File: src/rtl/pixel_unpacker_pkg.sv
// Shared packing definitions for the 32-bit packed RGB888 video stream.
// Used by both the packer and the unpacker so the byte layout is defined once.
package pixel_unpacker_pkg;

    localparam int unsigned SCREEN_WIDTH_DEF  = 640;
    localparam int unsigned SCREEN_HEIGHT_DEF = 480;
    localparam int unsigned COLOR_WIDTH_DEF   = 8;

    localparam int unsigned BYTES_PER_PIXEL = 3;
    localparam int unsigned BYTES_PER_WORD  = 4;

    typedef enum logic [0:0] {
        StSeekSof,
        StRun
    } unpack_state_e;

    function automatic int unsigned words_per_line(input int unsigned width);
        return width * BYTES_PER_PIXEL / BYTES_PER_WORD;
    endfunction

    localparam int unsigned WPL = words_per_line(SCREEN_WIDTH_DEF);

endpackage

File: src/rtl/byte_fifo_unpack.sv
// 7-byte shift buffer: words are appended above the held bytes, pixels leave from the bottom.
// Flush clears the buffer before any push in the same cycle, so flush+push loads a fresh word.
module byte_fifo_unpack
    import pixel_unpacker_pkg::*;
(
    input  logic        clk_i,
    input  logic        rst_ni,
    input  logic        flush_i,
    input  logic        push_i,
    input  logic [31:0] data_i,
    input  logic        pop_i,
    output logic [23:0] head_o,
    output logic [2:0]  cnt_o,
    output logic [2:0]  cnt_next_o
);

    logic [55:0] data_q, data_d;
    logic [2:0]  cnt_q, cnt_d;

    // Bytes above cnt are kept zero, so a push can simply OR the word into place.
    always_comb begin
        data_d = data_q;
        cnt_d  = cnt_q;
        if (flush_i) begin
            data_d = '0;
            cnt_d  = '0;
        end else if (pop_i) begin
            data_d = {24'd0, data_q[55:24]};
            cnt_d  = cnt_q - 3'(BYTES_PER_PIXEL);
        end
        if (push_i) begin
            data_d = data_d | ({24'd0, data_i} << {cnt_d, 3'b000});
            cnt_d  = cnt_d + 3'(BYTES_PER_WORD);
        end
    end

    always_ff @(posedge clk_i) begin
        if (!rst_ni) begin
            data_q <= '0;
            cnt_q  <= '0;
        end else begin
            data_q <= data_d;
            cnt_q  <= cnt_d;
        end
    end

    assign head_o     = data_q[23:0];
    assign cnt_o      = cnt_q;
    assign cnt_next_o = cnt_d;

endmodule

File: src/rtl/pixel_unpacker.sv
// AXI-Stream slave that unpacks 3 packed RGB888 words into 4 pixels, one pixel per handshake,
// checking frame/line framing and resynchronising on tuser/tlast errors.
module pixel_unpacker
    import pixel_unpacker_pkg::*;
#(
    parameter int unsigned SCREEN_WIDTH  = SCREEN_WIDTH_DEF,
    parameter int unsigned SCREEN_HEIGHT = SCREEN_HEIGHT_DEF,
    parameter int unsigned COLOR_WIDTH   = COLOR_WIDTH_DEF
) (
    input  logic                   aclk,
    input  logic                   aresetn,
    input  logic [31:0]            in_stream_tdata,
    input  logic [3:0]             in_stream_tkeep,
    input  logic                   in_stream_tuser,
    input  logic                   in_stream_tlast,
    input  logic                   in_stream_tvalid,
    output logic                   in_stream_tready,
    output logic [COLOR_WIDTH-1:0] r,
    output logic [COLOR_WIDTH-1:0] g,
    output logic [COLOR_WIDTH-1:0] b,
    output logic                   sof,
    output logic                   eol,
    output logic                   valid,
    input  logic                   ready,
    output logic [15:0]            frame_count,
    output logic                   sof_err,
    output logic                   eol_err
);

    localparam int unsigned Wpl      = words_per_line(SCREEN_WIDTH);
    localparam logic [15:0] LastWord = 16'(Wpl - 1);
    localparam logic [15:0] LastPx   = 16'(SCREEN_WIDTH - 1);
    localparam logic [15:0] LastLine = 16'(SCREEN_HEIGHT - 1);

    unpack_state_e state_q, state_d;
    logic          tready_q;
    logic [15:0]   wx_q, wy_q, px_q, py_q, frame_count_q;
    logic          sof_err_q, eol_err_q;

    logic [23:0]   head;
    logic [2:0]    cnt, cnt_next;
    logic          run, acc, emit, valid_int, at_origin;
    logic          resync, sof_bad, early_eol, missing_eol, normal_push;
    logic          unused_tkeep;

    function automatic logic [15:0] next_line(input logic [15:0] y);
        return (y == LastLine) ? 16'd0 : y + 16'd1;
    endfunction

    assign unused_tkeep = &in_stream_tkeep;

    assign run       = (state_q == StRun);
    assign acc       = in_stream_tvalid && tready_q;
    assign valid_int = run && (cnt >= 3'd3);
    assign emit      = valid_int && ready;
    assign at_origin = (wx_q == 16'd0) && (wy_q == 16'd0);

    // resync covers both the first capture in StSeekSof and a misplaced tuser in StRun.
    assign resync      = acc && in_stream_tuser && (!run || !at_origin);
    assign sof_bad     = resync && run;
    assign early_eol   = acc && run && !sof_bad && in_stream_tlast && (wx_q != LastWord);
    assign missing_eol = acc && run && !sof_bad && !in_stream_tlast && (wx_q == LastWord);
    assign normal_push = acc && run && !sof_bad && !early_eol;

    assign state_d = resync ? StRun : state_q;

    byte_fifo_unpack u_fifo (
        .clk_i      (aclk),
        .rst_ni     (aresetn),
        .flush_i    (resync || early_eol),
        .push_i     (resync || normal_push),
        .data_i     (in_stream_tdata),
        .pop_i      (emit),
        .head_o     (head),
        .cnt_o      (cnt),
        .cnt_next_o (cnt_next)
    );

    always_ff @(posedge aclk) begin
        if (!aresetn) begin
            state_q       <= StSeekSof;
            tready_q      <= 1'b0;
            wx_q          <= '0;
            wy_q          <= '0;
            px_q          <= '0;
            py_q          <= '0;
            frame_count_q <= '0;
            sof_err_q     <= 1'b0;
            eol_err_q     <= 1'b0;
        end else begin
            state_q   <= state_d;
            // Registered so tready never sees ready or tvalid combinationally.
            tready_q  <= (state_d == StSeekSof) || (cnt_next <= 3'd3);
            sof_err_q <= sof_bad;
            eol_err_q <= early_eol || missing_eol;

            if (resync) begin
                wx_q <= 16'd1;
                wy_q <= '0;
            end else if (early_eol) begin
                wx_q <= '0;
                wy_q <= next_line(wy_q);
            end else if (normal_push) begin
                if (wx_q == LastWord) begin
                    wx_q <= '0;
                    wy_q <= next_line(wy_q);
                end else begin
                    wx_q <= wx_q + 16'd1;
                end
            end

            if (resync) begin
                px_q <= '0;
                py_q <= '0;
            end else if (early_eol) begin
                px_q <= '0;
                py_q <= next_line(py_q);
            end else if (emit) begin
                if (px_q == LastPx) begin
                    px_q <= '0;
                    py_q <= next_line(py_q);
                    if (py_q == LastLine) begin
                        frame_count_q <= frame_count_q + 16'd1;
                    end
                end else begin
                    px_q <= px_q + 16'd1;
                end
            end
        end
    end

    assign in_stream_tready = tready_q;
    assign valid            = valid_int;
    assign b                = head[0 +: COLOR_WIDTH];
    assign g                = head[COLOR_WIDTH +: COLOR_WIDTH];
    assign r                = head[2*COLOR_WIDTH +: COLOR_WIDTH];
    assign sof              = valid_int && (px_q == 16'd0) && (py_q == 16'd0);
    assign eol              = valid_int && (px_q == LastPx);
    assign frame_count      = frame_count_q;
    assign sof_err          = sof_err_q;
    assign eol_err          = eol_err_q;

endmodule

File: config.mk
export PLATFORM = sky130hd
export DESIGN_NAME = pixel_unpacker
export DESIGN_NICKNAME = d
export VERILOG_FILES = /design/src/rtl/pixel_unpacker_pkg.sv /design/src/rtl/byte_fifo_unpack.sv /design/src/rtl/pixel_unpacker.sv
export SDC_FILE = /design/constraint.sdc
export NUM_CORES = 1
export LEC_CHECK = 0
export ABC_AREA = 1
export BUFFER_PORTS_ARGS = -buffer_cell sky130_fd_sc_hd__buf_2
export CORE_MARGIN = 3
export CORE_UTILIZATION = 54
export DETAILED_ROUTE_END_ITERATION = 10
export PLACE_DENSITY = 0.75
export SYNTH_ARGS = -nofsm -noshare
export SYNTH_HDL_FRONTEND = slang
export SYNTH_SLANG_ARGS = --single-unit
File: constraint.sdc
create_clock -name aclk -period 2.4 [get_ports aclk]
set_input_delay 0.24 -clock aclk [delete_from_list [all_inputs] [get_ports aclk]]
set_output_delay 0.24 -clock aclk [all_outputs]
set_load 0.02 [all_outputs]
== Yosys cells after proc, flatten, opt, wreduce, memory -nomap -nowiden ==
Index checks and enable logic that the tools add are counted.
Storage, ports and cells
  output and inout port bits: 46
  flip-flop bits (word level): 143
  word-level logic and storage cells: 93
  input bits: 42
Cells by class
  order comparisons: 2
  reductions and logical operators: 41
  equal/unequal tests: 5
  bitwise operators: 5
  mux-type cells: 20
  shift operators: 1
  add/sub/neg operators: 7
Operators by type and width (count)
  $mux 56: 3
  $mux 16: 10
  $add 16x1->16 const B: 5
  $logic_not 16->1: 4
  $or 56x56->56: 1
  $shl 32x6->56: 1
  $eq 16x9->1 const B: 3
  $logic_and 1x1->1: 17
  $eq 16x10->1 const B: 1
  $ne 16x9->1 const B: 1
  $mux 3: 3
  $reduce_bool 2->1: 4
  $logic_not 1->1: 5
  $logic_or 1x1->1: 5
  $reduce_and 5->1: 1
  $mux 1: 4
  $not 1->1: 4
  $reduce_and 2->1: 2
  $add 3x3->3 const B: 1
  $ge 3x2->1 const B: 1
  $le 3x2->1 const B: 1
  $reduce_bool 3->1: 1
  $reduce_or 3->1: 1
  $sub 3x2->3 const B: 1
  $reduce_or 2->1: 1

== Logic depth before layout (Yosys ltp) ==
  depth after elaboration: 16
  depth in mapped cells: 16
  mapped depth without buffers: 16

== Modules after synthesis ==
From an unflattened synthesis, not the netlist that was laid out.
Second synthesis, totals
  cells, all modules: 1365
  area total of the unflattened synthesis: 8694.6 µm²
Modules (own cells, without submodules)
  pixel_unpacker: cells an instance 762, area each 4942.2 µm², sequential area each 1681.6 µm², instances 1
  byte_fifo_unpack: cells an instance 603, area each 3752.3 µm², sequential area each 1181.1 µm², instances 1

== Worst setup path after synthesis ==
No wires, ideal clock.
  path kind: reg2reg
  start: reg u_fifo.cnt_q[0] (netlist: u_fifo.cnt_o[0])
  end: reg u_fifo.data_q[3]
  arrival time: 2.069 ns
  slack: 0.207 ns
  clock period less this slack: 2.193 ns
  cell stages (with the launch flop): 10
  setup time: 0.124 ns
  cell sequence: dfxtp_1 ha_1 ha_1 nor2_1 nand2_1 nand3_2 clkbuf_1 clkbuf_1 mux2i_1 o22ai_2
On the way
  cells in the longest elaborated chain, start to end: 8
  elaborated cells on any way between the ends: 11
  those cells by class: add/sub (1); order compare (1); shift (1); mux (5); bitwise (1); reduce/logical (2)
RTL lines
  start: declaration: line byte_fifo_unpack.sv:18  | logic [2:0] cnt_q, cnt_d;
  start signal: assignment: line byte_fifo_unpack.sv:43  | cnt_q <= cnt_d;
  $ge 3x2->1: line pixel_unpacker.sv:54  | assign valid_int = run && (cnt >= 3'd3);
  $logic_and 1x1->1: line pixel_unpacker.sv:54
  $logic_and 1x1->1: line pixel_unpacker.sv:55  | assign emit = valid_int && ready;
  $mux 3: line byte_fifo_unpack.sv:27  | end else if (pop_i) begin
  $mux 3: line byte_fifo_unpack.sv:24  | if (flush_i) begin
  $shl 32x6->56: line byte_fifo_unpack.sv:32  | data_d = data_d | ({24'd0, data_i} << {cnt_d, 3'b000});
  $or 56x56->56: line byte_fifo_unpack.sv:32
  $mux 56 *: line byte_fifo_unpack.sv:31  | if (push_i) begin
  end signal: assignment: line byte_fifo_unpack.sv:42  | data_q <= data_d;
  end: declaration: line byte_fifo_unpack.sv:17  | logic [55:0] data_q, data_d;
Every way passes the cells marked *; elsewhere a longest branch is shown, timed or not.
A chain may end at the register's enable or synchronous reset.

== Final worst setup path ==
  start: reg u_fifo.cnt_q[1] (netlist: u_fifo.cnt_o[1])
  end: out sof
On the way
  cells in the longest elaborated chain, start to end: 4
RTL lines
  $ge 3x2->1: line pixel_unpacker.sv:54
  $logic_and 1x1->1: line pixel_unpacker.sv:54
  $logic_and 1x1->1 (2 in a row): line pixel_unpacker.sv:137  | assign sof = valid_int && (px_q == 16'd0) && (py_q == 16'd0);
  end: declaration: line pixel_unpacker.sv:21  | output logic sof,
No other way between the ends.

==> metrics.txt <==
area of the core=15400 sq um; CTS tree=done; width of the die=132 microns; HPWL after detailed placement=16.8 mm; number of diodes=0; Synth Instances=1296; number of pins exceeding their max-slew limit in the final report=0; via/cell ratio=5.54; fraction of final layout cells sized beyond drive strength 1=16.8%; Cell Rows=45; sum of routed wire length over all layers=23.8 mm; run status=complete, no violations; area after detailed placement=9330 sq um; top-area cell type share of the netlist area=33.5%; root buf cell=sky130_fd_sc_hd__clkbuf_16; iteration-0 DRC count of the detailed router=882; total power of the final layout=5.80 mW; min Tclk post-route=2290 ps; total of endpoints with negative setup slack in the final report=0; worst IR drop on VDD=0.484 mV; Yosys top cell by area=sky130_fd_sc_hd__dfxtp_1; global-route wire length before repair=38.8 mm; CP arrival=2050 ps; sequential-to-total area share from yosys stat=33.5%; total number of vias=8905; final count of hold timing violations=0; # H-tree levels=4; RSZ-0062 raised after global routing=yes; die extent in y=132 microns; number of synthesis warnings=0; Post-Route Skew=8.72 ps; Worst Path Max Fanout=3; full die area=17400 sq um; classification of the worst-slack hold path=input port to flip-flop; Pleak=4.33 nW; global placement routability congestion=0.951; crit end category=primary output; final design instance area without fill=10100 sq um; vias in the first global route=8067; synthesis-stage register bit count=143; pin count of the biggest net entering global routing=33; f_max=0.437 GHz; post-route DRC violation count=0; total iterations of the first detailed-routing run=5; # fillers=1358; number of buffers created by CTS=17; Post-Syn Area per Cell=6.60 sq um; total standard cell area after synthesis=8550 sq um; power density over cell area=576 nW/um^2; startpoint type of the worst setup path=flip-flop; Buffers on Ports=83; net count of the finished layout=1436; crit path kind=flip-flop to primary output; post-synthesis to final-layout area growth=17.6%; clock transition time at the flip-flop clock pins of the worst setup and hold paths=60 ps; later-pin clock latency in the skew report=420 ps; final clock period utilization by the worst path=95.4%; worst endpoint required time=2160 ps; total negative slack=0 ps; maximum number of buffers from clock root to sink=2; number of distinct library cell variants in the gate-level netlist after synthesis=51; total track usage=26.6%; Tightest Pin Transition=624 ps; headroom to the max-slew limit=58.0%; Max-Cap Viols=0; Initial Util=55.7%; remaining antenna violation count after routing=0; nets in the synthesized netlist=1349; total clock sinks=143; number of antenna violations at the first check in global routing=0; num ports=88; wire per inst=14.8 microns; grt ovf=0; biggest area contributors in the synthesized netlist=sky130_fd_sc_hd__dfxtp_1, sky130_fd_sc_hd__nand2_1, sky130_fd_sc_hd__a21oi_1
==> Yosys cell counts (all sizes together) <==
library cell and count:
nand3 101, o21ai 55, o211ai 1, buf 47, nor2 118, and3 2, nand4 34, a211oi 6
a31oi 1, o22ai 9, o21bai 1, nand2 361, nor3 56, a21oi 109, clkbuf 18, dfxtp 143
ha 11, or2 6, nand3b 1, nor3b 7, xnor2 9, mux2i 9, clkinv 3, xor2 19
a31o 8, nor4 15, o21a 2, a21boi 1, o31ai 2, inv 140, a221oi 1
==> layout by cell type, fill, tap and decap left out, types with 11 or more instances in the layout <==
master / instances
sky130_fd_sc_hd__nand2_1: 352
sky130_fd_sc_hd__o21ai_0: 32
sky130_fd_sc_hd__nor2_1: 105
sky130_fd_sc_hd__xor2_1: 19
sky130_fd_sc_hd__nand4_1: 34
sky130_fd_sc_hd__buf_4: 41
sky130_fd_sc_hd__nand3_1: 97
sky130_fd_sc_hd__inv_1: 126
sky130_fd_sc_hd__clkbuf_16: 17
sky130_fd_sc_hd__inv_2: 13
sky130_fd_sc_hd__dfxtp_1: 141
sky130_fd_sc_hd__nor4_1: 15
sky130_fd_sc_hd__buf_2: 83
sky130_fd_sc_hd__o21ai_1: 18
sky130_fd_sc_hd__a21oi_1: 108
sky130_fd_sc_hd__nor3_1: 52
sky130_fd_sc_hd__ha_1: 11
==> layout make-up <==
| type | instances | area, sq um | area share [%] |
|---|---|---|---|
| Multi-Input combinational cell | 945 | 4850 | 48.2 |
| Sequential cell | 143 | 2870 | 28.5 |
| Timing Repair Buffer | 133 | 895 | 8.89 |
| Clock buffer | 22 | 464 | 4.61 |
| Tap cell | 211 | 264 | 2.62 |
| Clock inverter | 10 | 184 | 1.83 |
| Inverter | 143 | 541 | 5.37 |
==> what timing repair did <==
action,4_1_cts,5_1_grt
setup endpoints to repair,0,93
buffers inserted,0,2
hold buffers,0,0
resized for setup,0,21
==> where the power goes <==
group          internal, mW  leakage [nW]  switching [mW]  total (mW)
Clock                  1.90         0.310            1.02        2.92
Sequential             2.41          1.16          0.0221        2.43
Combinational         0.159          2.86           0.292       0.452
==> metal layers <==
metal / GRT usage (%) / up-vias / wire [microns]
li1: - / 4423 / -
met1: 35.4 / 4046 / 10400
met2: 43.4 / 377 / 11100
met3: 5.23 / 59 / 1720
met4: 8.69 / 0 / 615
met5: 0 / - / 0
==> critical path, stage by stage (launching register included) <==
cell and delay [ps]:
sky130_fd_sc_hd__dfxtp_1 350, sky130_fd_sc_hd__ha_1 170, sky130_fd_sc_hd__ha_1 140, sky130_fd_sc_hd__nor2_1 40, sky130_fd_sc_hd__nand2_1 110, sky130_fd_sc_hd__nand2_1 100, sky130_fd_sc_hd__inv_1 140, sky130_fd_sc_hd__nand4_1 120
sky130_fd_sc_hd__nor4_1 230, sky130_fd_sc_hd__buf_2 230
==> through the flow <==
| step | hold slack, ps | std cells | setup slack (ps) | util (%) |
|---|---|---|---|---|
| floorplan | 339 | 1296 | 207 | - |
| global placement | 451 | 1573 | 109 | 60.7 |
| detailed placement | 455 | 1573 | 41.3 | 60.7 |
| CTS | 67.7 | 1605 | 11.7 | 64.9 |
| global route | 73.2 | 1607 | -21.9 | 65.5 |
| finish | 69.3 | 1607 | 110 | 65.5 |
==> cell families (layout without fill, tap and decap cells) <==
| family | count (synthesis) | count (layout) | share of synthesized area (%) |
|---|---|---|---|
| mux | 9 | 9 | 1.05 |
| simple gates | 701 | 701 | 36.5 |
| xor+xnor | 28 | 28 | 2.95 |
| flops | 143 | 143 | 33.5 |
| buf+inv | 208 | 308 | 10.7 |
| fa+ha+maj | 11 | 11 | 1.61 |
| compound gates | 196 | 196 | 13.7 |
==> flip-flops by register name, summed over array words and instances (netlist names), 3 cells and up <==
register	flops
px_q	16
frame_count	16
py_q	16
wx_q	16
u_fifo.cnt_o	3
u_fifo.data_q	56
wy_q	16
==> worst paths after layout <==
path	from	to	slack, ps	cells past startpoint
max reg2reg	wx_q[0]	u_fifo.data_q[54]	140	13
max	u_fifo.cnt_o[1]	sof	110	9
min reg2reg	u_fifo.data_q[43]	u_fifo.data_q[43]	460	2
min	in_stream_tlast	eol_err	70	2
Note: power is estimated with default switching activity, not from simulation.
